## src/rtl/card_dealer.sv

```systemverilog
// Deals a hand of four cards in 1..MAX_VAL by rejection-sampling an external
// 4-bit generator, forcing a card to 1 after MAX_REJECT consecutive rejects.
module card_dealer #(
  parameter int MAX_VAL    = 9,
  parameter int MAX_REJECT = 15
) (
  input  logic       clk,
  input  logic       rst,
  input  logic       deal_req,
  input  logic [3:0] rng_val,
  output logic       rng_en,
  output logic       busy,
  output logic       done,
  output logic       fallback,
  output logic [3:0] card0,
  output logic [3:0] card1,
  output logic [3:0] card2,
  output logic [3:0] card3
);

  typedef enum logic [1:0] {IDLE, DRAW, CHECK, DONE} state_t;

  localparam logic [3:0] MAX_VAL_L    = 4'(MAX_VAL);
  localparam logic [3:0] MAX_REJECT_L = 4'(MAX_REJECT);

  state_t     state_reg, state_next;
  logic [1:0] idx_reg, idx_next;
  logic [3:0] rej_cnt_reg, rej_cnt_next;
  logic       fallback_reg, fallback_next;
  logic [3:0] card_reg  [4];
  logic [3:0] card_next [4];
  logic       val_ok;

  assign val_ok = (rng_val != 4'd0) && (rng_val <= MAX_VAL_L);

  always_ff @(posedge clk) begin
    if (rst) begin
      state_reg    <= IDLE;
      idx_reg      <= 2'd0;
      rej_cnt_reg  <= 4'd0;
      fallback_reg <= 1'b0;
      for (int i = 0; i < 4; i++) card_reg[i] <= 4'd0;
    end else begin
      state_reg    <= state_next;
      idx_reg      <= idx_next;
      rej_cnt_reg  <= rej_cnt_next;
      fallback_reg <= fallback_next;
      for (int i = 0; i < 4; i++) card_reg[i] <= card_next[i];
    end
  end

  always_comb begin
    state_next    = state_reg;
    idx_next      = idx_reg;
    rej_cnt_next  = rej_cnt_reg;
    fallback_next = fallback_reg;
    for (int i = 0; i < 4; i++) card_next[i] = card_reg[i];

    case (state_reg)
      IDLE: begin
        if (deal_req) begin
          idx_next      = 2'd0;
          rej_cnt_next  = 4'd0;
          fallback_next = 1'b0;
          for (int i = 0; i < 4; i++) card_next[i] = 4'd0;
          state_next    = DRAW;
        end
      end
      DRAW: state_next = CHECK;
      CHECK: begin
        // An exhausted reject budget is treated as an accept of the value 1.
        if (val_ok || (rej_cnt_reg >= MAX_REJECT_L)) begin
          card_next[idx_reg] = val_ok ? rng_val : 4'd1;
          if (!val_ok) fallback_next = 1'b1;
          rej_cnt_next = 4'd0;
          if (idx_reg == 2'd3) begin
            state_next = DONE;
          end else begin
            idx_next   = idx_reg + 2'd1;
            state_next = DRAW;
          end
        end else begin
          rej_cnt_next = rej_cnt_reg + 4'd1;
          state_next   = DRAW;
        end
      end
      DONE: state_next = IDLE;
      default: state_next = IDLE;
    endcase
  end

  // Outputs decode directly from the state register, so they cannot glitch.
  assign rng_en   = (state_reg == DRAW);
  assign busy     = (state_reg == DRAW) || (state_reg == CHECK);
  assign done     = (state_reg == DONE);
  assign fallback = fallback_reg;
  assign card0    = card_reg[0];
  assign card1    = card_reg[1];
  assign card2    = card_reg[2];
  assign card3    = card_reg[3];

endmodule

```

## config.mk

```make
export PLATFORM = sky130hd
export DESIGN_NAME = card_dealer
export DESIGN_NICKNAME = d
export VERILOG_FILES = /design/src/rtl/card_dealer.sv
export SDC_FILE = /design/constraint.sdc
export NUM_CORES = 1
export LEC_CHECK = 0
export ABC_AREA = 1
export CORE_ASPECT_RATIO = 1.5
export CORE_MARGIN = 8
export CORE_UTILIZATION = 45
export CTS_CLUSTER_SIZE = 40
export DETAILED_ROUTE_END_ITERATION = 8
export PLACE_DENSITY = 0.73
export RECOVER_POWER = 50
export SLEW_MARGIN = 20
export SYNTH_ARGS = -nofsm -noshare
export SYNTH_HDL_FRONTEND = slang
export SYNTH_SLANG_ARGS = --single-unit
```

## constraint.sdc

```tcl
create_clock -name clk -period 2.2 [get_ports clk]
set_input_delay 0.22 -clock clk [delete_from_list [all_inputs] [get_ports clk]]
set_output_delay 0.22 -clock clk [all_outputs]
set_load 0.01 [all_outputs]
```

==> tab_implementation.tex <==
\begin{tabular}{lr}
\hline
Metric & Value \\
\hline
\multicolumn{2}{l}{\textbf{Status}} \\
\quad Outcome & complete, no violations \\
\multicolumn{2}{l}{\textbf{Logic synthesis}} \\
\quad Synth Flop Type & dfxtp\_1 \\
\quad FFs w/ async S/R, synth & 0 \\
\quad Avg Synthesized Cell Area & 8.468 µm² \\
\quad Number of distinct library cells after synthesis & 28 \\
\quad Flop and latch count out of synthesis & 25 \\
\quad Count of mapped cells out of synthesis & 168 \\
\quad Sequential share of the synthesized area & 0.3518 \\
\quad Share of the synthesized area in the top cell type & 0.3518 \\
\quad Netlist area before placement & 0.001423 mm² \\
\quad Largest area contributor in the netlist & dfxtp\_1 \\
\quad Count of flip-flops with a built-in enable after synthesis & 0 \\
\quad Leading cell types by total area after synthesis & dfxtp\_1, ha\_1, nand4\_1, a21oi\_2, nand2\_2 \\
\quad Yosys Warn Count & 0 \\
\quad Mapped Nets & 184 \\
\multicolumn{2}{l}{\textbf{Final layout}} \\
\quad Fraction of layout instances using a drive strength above 1 & 0.2176 \\
\quad Flip-flop count of the largest register, all copies and words added & 16 \\
\quad Number of filler instances in the final layout & 279 \\
\quad Antenna diode count & 0 \\
\quad Total number of nets in the final design & 210 \\
\quad Growth of design area from synthesis to finish & 21.55\% \\
\quad Combined area of the multi-input logic cells & 779.5 µm² \\
\quad Area occupied by registers & 500.5 µm² \\
\multicolumn{2}{l}{\textbf{Place}} \\
\quad Gpl congestion & 0.7543 \\
\quad HPWL after detailed placement & 2363 µm \\
\quad Quantity of I/O buffers inserted on ports & 26 \\
\multicolumn{2}{l}{\textbf{Power and ir drop}} \\
\quad Internal cell power & 0.7910 mW \\
\quad Pwr/cell area & 736.4 mW/mm² \\
\quad Peak ir drop on the vdd network & 507.9 µV \\
\quad Switching share of power & 0.3788 \\
\quad Clock network fraction of total power & 0.211 \\
\quad Total net switching power & 0.4824 mW \\
\quad Comb pwr share & 0.393 \\
\quad Sequential cell fraction of total power & 0.397 \\
\quad Static leakage & 0.7209 nW \\
\multicolumn{2}{l}{\textbf{Clock network}} \\
\quad H-tree depth & 1 \\
\quad Reg clk slew, reported paths & 90 ps \\
\quad Clock tree from TritonCTS & yes \\
\quad Cts bufs inserted & 3 \\
\quad Skew-Pair Late Insertion Delay & 260 ps \\
\quad Clock buffer depth & 2 \\
\quad CTS resizes & 0 \\
\quad Root buffer cell & clkbuf\_8 \\
\quad Post CTS Setup Buffer Count & 0 \\
\quad Num Clock Sinks & 25 \\
\quad Hold\_buf cts & 0 \\
\multicolumn{2}{l}{\textbf{Worst setup path}} \\
\quad Startpoint types & flip-flop \\
\quad Data arrival time of the critical path & 1570 ps \\
\quad Critical-path top delay cell & clkdlybuf4s50\_1 \\
\quad Number of buffers and inverters on the critical path & 2 \\
\quad Worst endpoint required time & 1980 ps \\
\quad Cell family contributing the most delay on the critical path & buffers and inverters \\
\quad Critical path endpoint category & output pin \\
\quad Critical path type & reg -> out \\
\quad Worst-path fanout max & 4 \\
\quad Critical path, cell by cell & inv\_1 -> ha\_1 -> clkdlybuf4s50\_1 \\
\quad Biggest cell delay along the critical path & 540 ps \\
\multicolumn{2}{l}{\textbf{Drt}} \\
\quad WL/cell & 12.62 µm \\
\quad DRC violations left & 0 \\
\quad First-iteration detailed-routing DRC count & 30 \\
\quad Detailed-route via count & 1174 \\
\quad Total detailed-routing wirelength & 2941 µm \\
\quad Via density per instance & 5.039 \\
\quad Number of nets with antenna violations after routing & 0 \\
\quad DRT Pass-1 Iters & 4 \\
\multicolumn{2}{l}{\textbf{Global routing}} \\
\quad Antenna violations before repair & 0 \\
\quad Pin count of the biggest net entering global routing & 30 \\
\quad Overall track demand over capacity in global routing & 0.1212 \\
\quad Wire length of the first global-routing pass & 5099 µm \\
\quad Global route total overflow & 0 \\
\quad Via count of the first global-routing pass & 1183 \\
\multicolumn{2}{l}{\textbf{Timing}} \\
\quad Count of final setup violators & 0 \\
\quad Hold slack final & 453.3 ps \\
\quad Total negative setup slack & 0 ps \\
\quad Shortest clock period the worst path allows after layout & 1793 ps \\
\quad Number of pins exceeding their max-slew limit in the final report & 0 \\
\quad Crit share post-route & 0.8150 \\
\quad Setup repair after global routing missed its margin & false \\
\quad Setup skew after layout & 3.327 ps \\
\quad Hold violation total from the final report & 0 \\
\quad Slew HR & 0.6131 \\
\quad Worst Tran Pin Value & 579.2 ps \\
\quad Fmax achieved & 557.7 MHz \\
\multicolumn{2}{l}{\textbf{Run}} \\
\quad Max Cap Viol & 0 \\
\multicolumn{2}{l}{\textbf{Floorplan}} \\
\quad Die outline area & 0.005254 mm² \\
\quad Core ar. & 0.003097 mm² \\
\quad Die extent in x & 61.91 µm \\
\quad DIE HEIGHT & 84.86 µm \\
\quad Row count & 25 \\
\quad Count of pins on the block boundary & 27 \\
\quad Initial core utilization & 0.4594 \\
\multicolumn{2}{l}{\textbf{Worst hold path}} \\
\quad Class of the tightest hold or removal check & reg -> reg \\
\hline
\end{tabular}
## worst reg2reg max path, delay by kind of cell, from the launching register on
kind                     cells  cell delay, ps
buffers and inverters        3             490
AO/OA/AOI/OAI                1              60
AND/OR/NAND/NOR              4             500
flip-flops                   1             380
adder cells (fa/ha/maj)      1             210
## path summary, 6_finish.rpt
check / start / endpoint / slack (ps) / depth (start not counted)
max: state_reg[1] / busy / 410 / 3
min: fallback / fallback / 450 / 2
max reg2reg: state_reg[1] / card_reg[2][0] / 470 / 9
min reg2reg: fallback / fallback / 450 / 2
## power by group through the flow
stage	logic, mW	registers, mW	clock network, mW
6_report	0.500	0.505	0.269
5_1_grt	0.559	0.511	0.296
4_1_cts	0.516	0.505	0.280
3_5_place_dp	0.512	0.516	0
3_3_place_gp	0.491	0.513	0
2_1_floorplan	0.421	0.514	0
## through the flow
step / instance area [µm²] / total power, mW / std cells / utilization / setup slack (ps)
after floorplan: 1423 / 0.9350 / 168 / - / 745.8
after global routing: 1729 / 1.366 / 233 / 0.5584 / 310.7
after detailed placement: 1687 / 1.028 / 229 / 0.5446 / 370.7
after CTS: 1732 / 1.301 / 233 / 0.5592 / 382.2
after global placement: 1687 / 1.003 / 229 / 0.5446 / 509.6
final: 1729 / 1.273 / 233 / 0.5584 / 407.0
## cell usage after synthesis (2+ instances only)
cell type and instances:
nor2_1 12, dfxtp_1 25, nand2_1 21, buf_2 3
buf_6 2, a21oi_2 12, inv_1 18, nand4_1 18
nand3_2 2, nor2_2 2, nand3_1 3, o21ai_0 2
nand3_4 4, a21oi_1 8, nand2_2 14, xor2_1 2
ha_1 9
## metal layers
metal	wire length (µm)	global-route usage
met3	130	0.02421
met4	44	0.03125
met5	0	0
met1	1187	0.1299
met2	1578	0.2233
## layout make-up
class | instances | area share
multi-input combinational | 116 | 0.4508
tap | 40 | 0.02894
inverter | 19 | 0.04124
timing repair buffer | 29 | 0.1635
clock buffer | 4 | 0.02605
sequential | 25 | 0.2894
## layout by cell type, fill, tap and decap left out, types with 2 or more instances in the layout
cell,count
dfxtp_1,25
nand2_1,21
dlygate4sd3_1,19
inv_1,18
nand4_1,18
nand2_2,14
nor2_1,13
a21oi_2,12
ha_1,9
a21oi_1,8
clkdlybuf4s50_1,7
nand3_4,4
nand3_1,3
clkbuf_8,3
buf_4,3
o21ai_0,2
nand3_2,2
xor2_1,2
## logic make-up after synthesis
| logic type | after synthesis | synth area share |
|---|---|---|
| fa+ha+maj | 9 | 0.07916 |
| buf+inv | 27 | 0.09849 |
| compound gates | 24 | 0.1179 |
| flops | 25 | 0.3518 |
| xor+xnor | 2 | 0.01232 |
| simple gates | 81 | 0.3404 |
(Power assumes the default switching activity.)
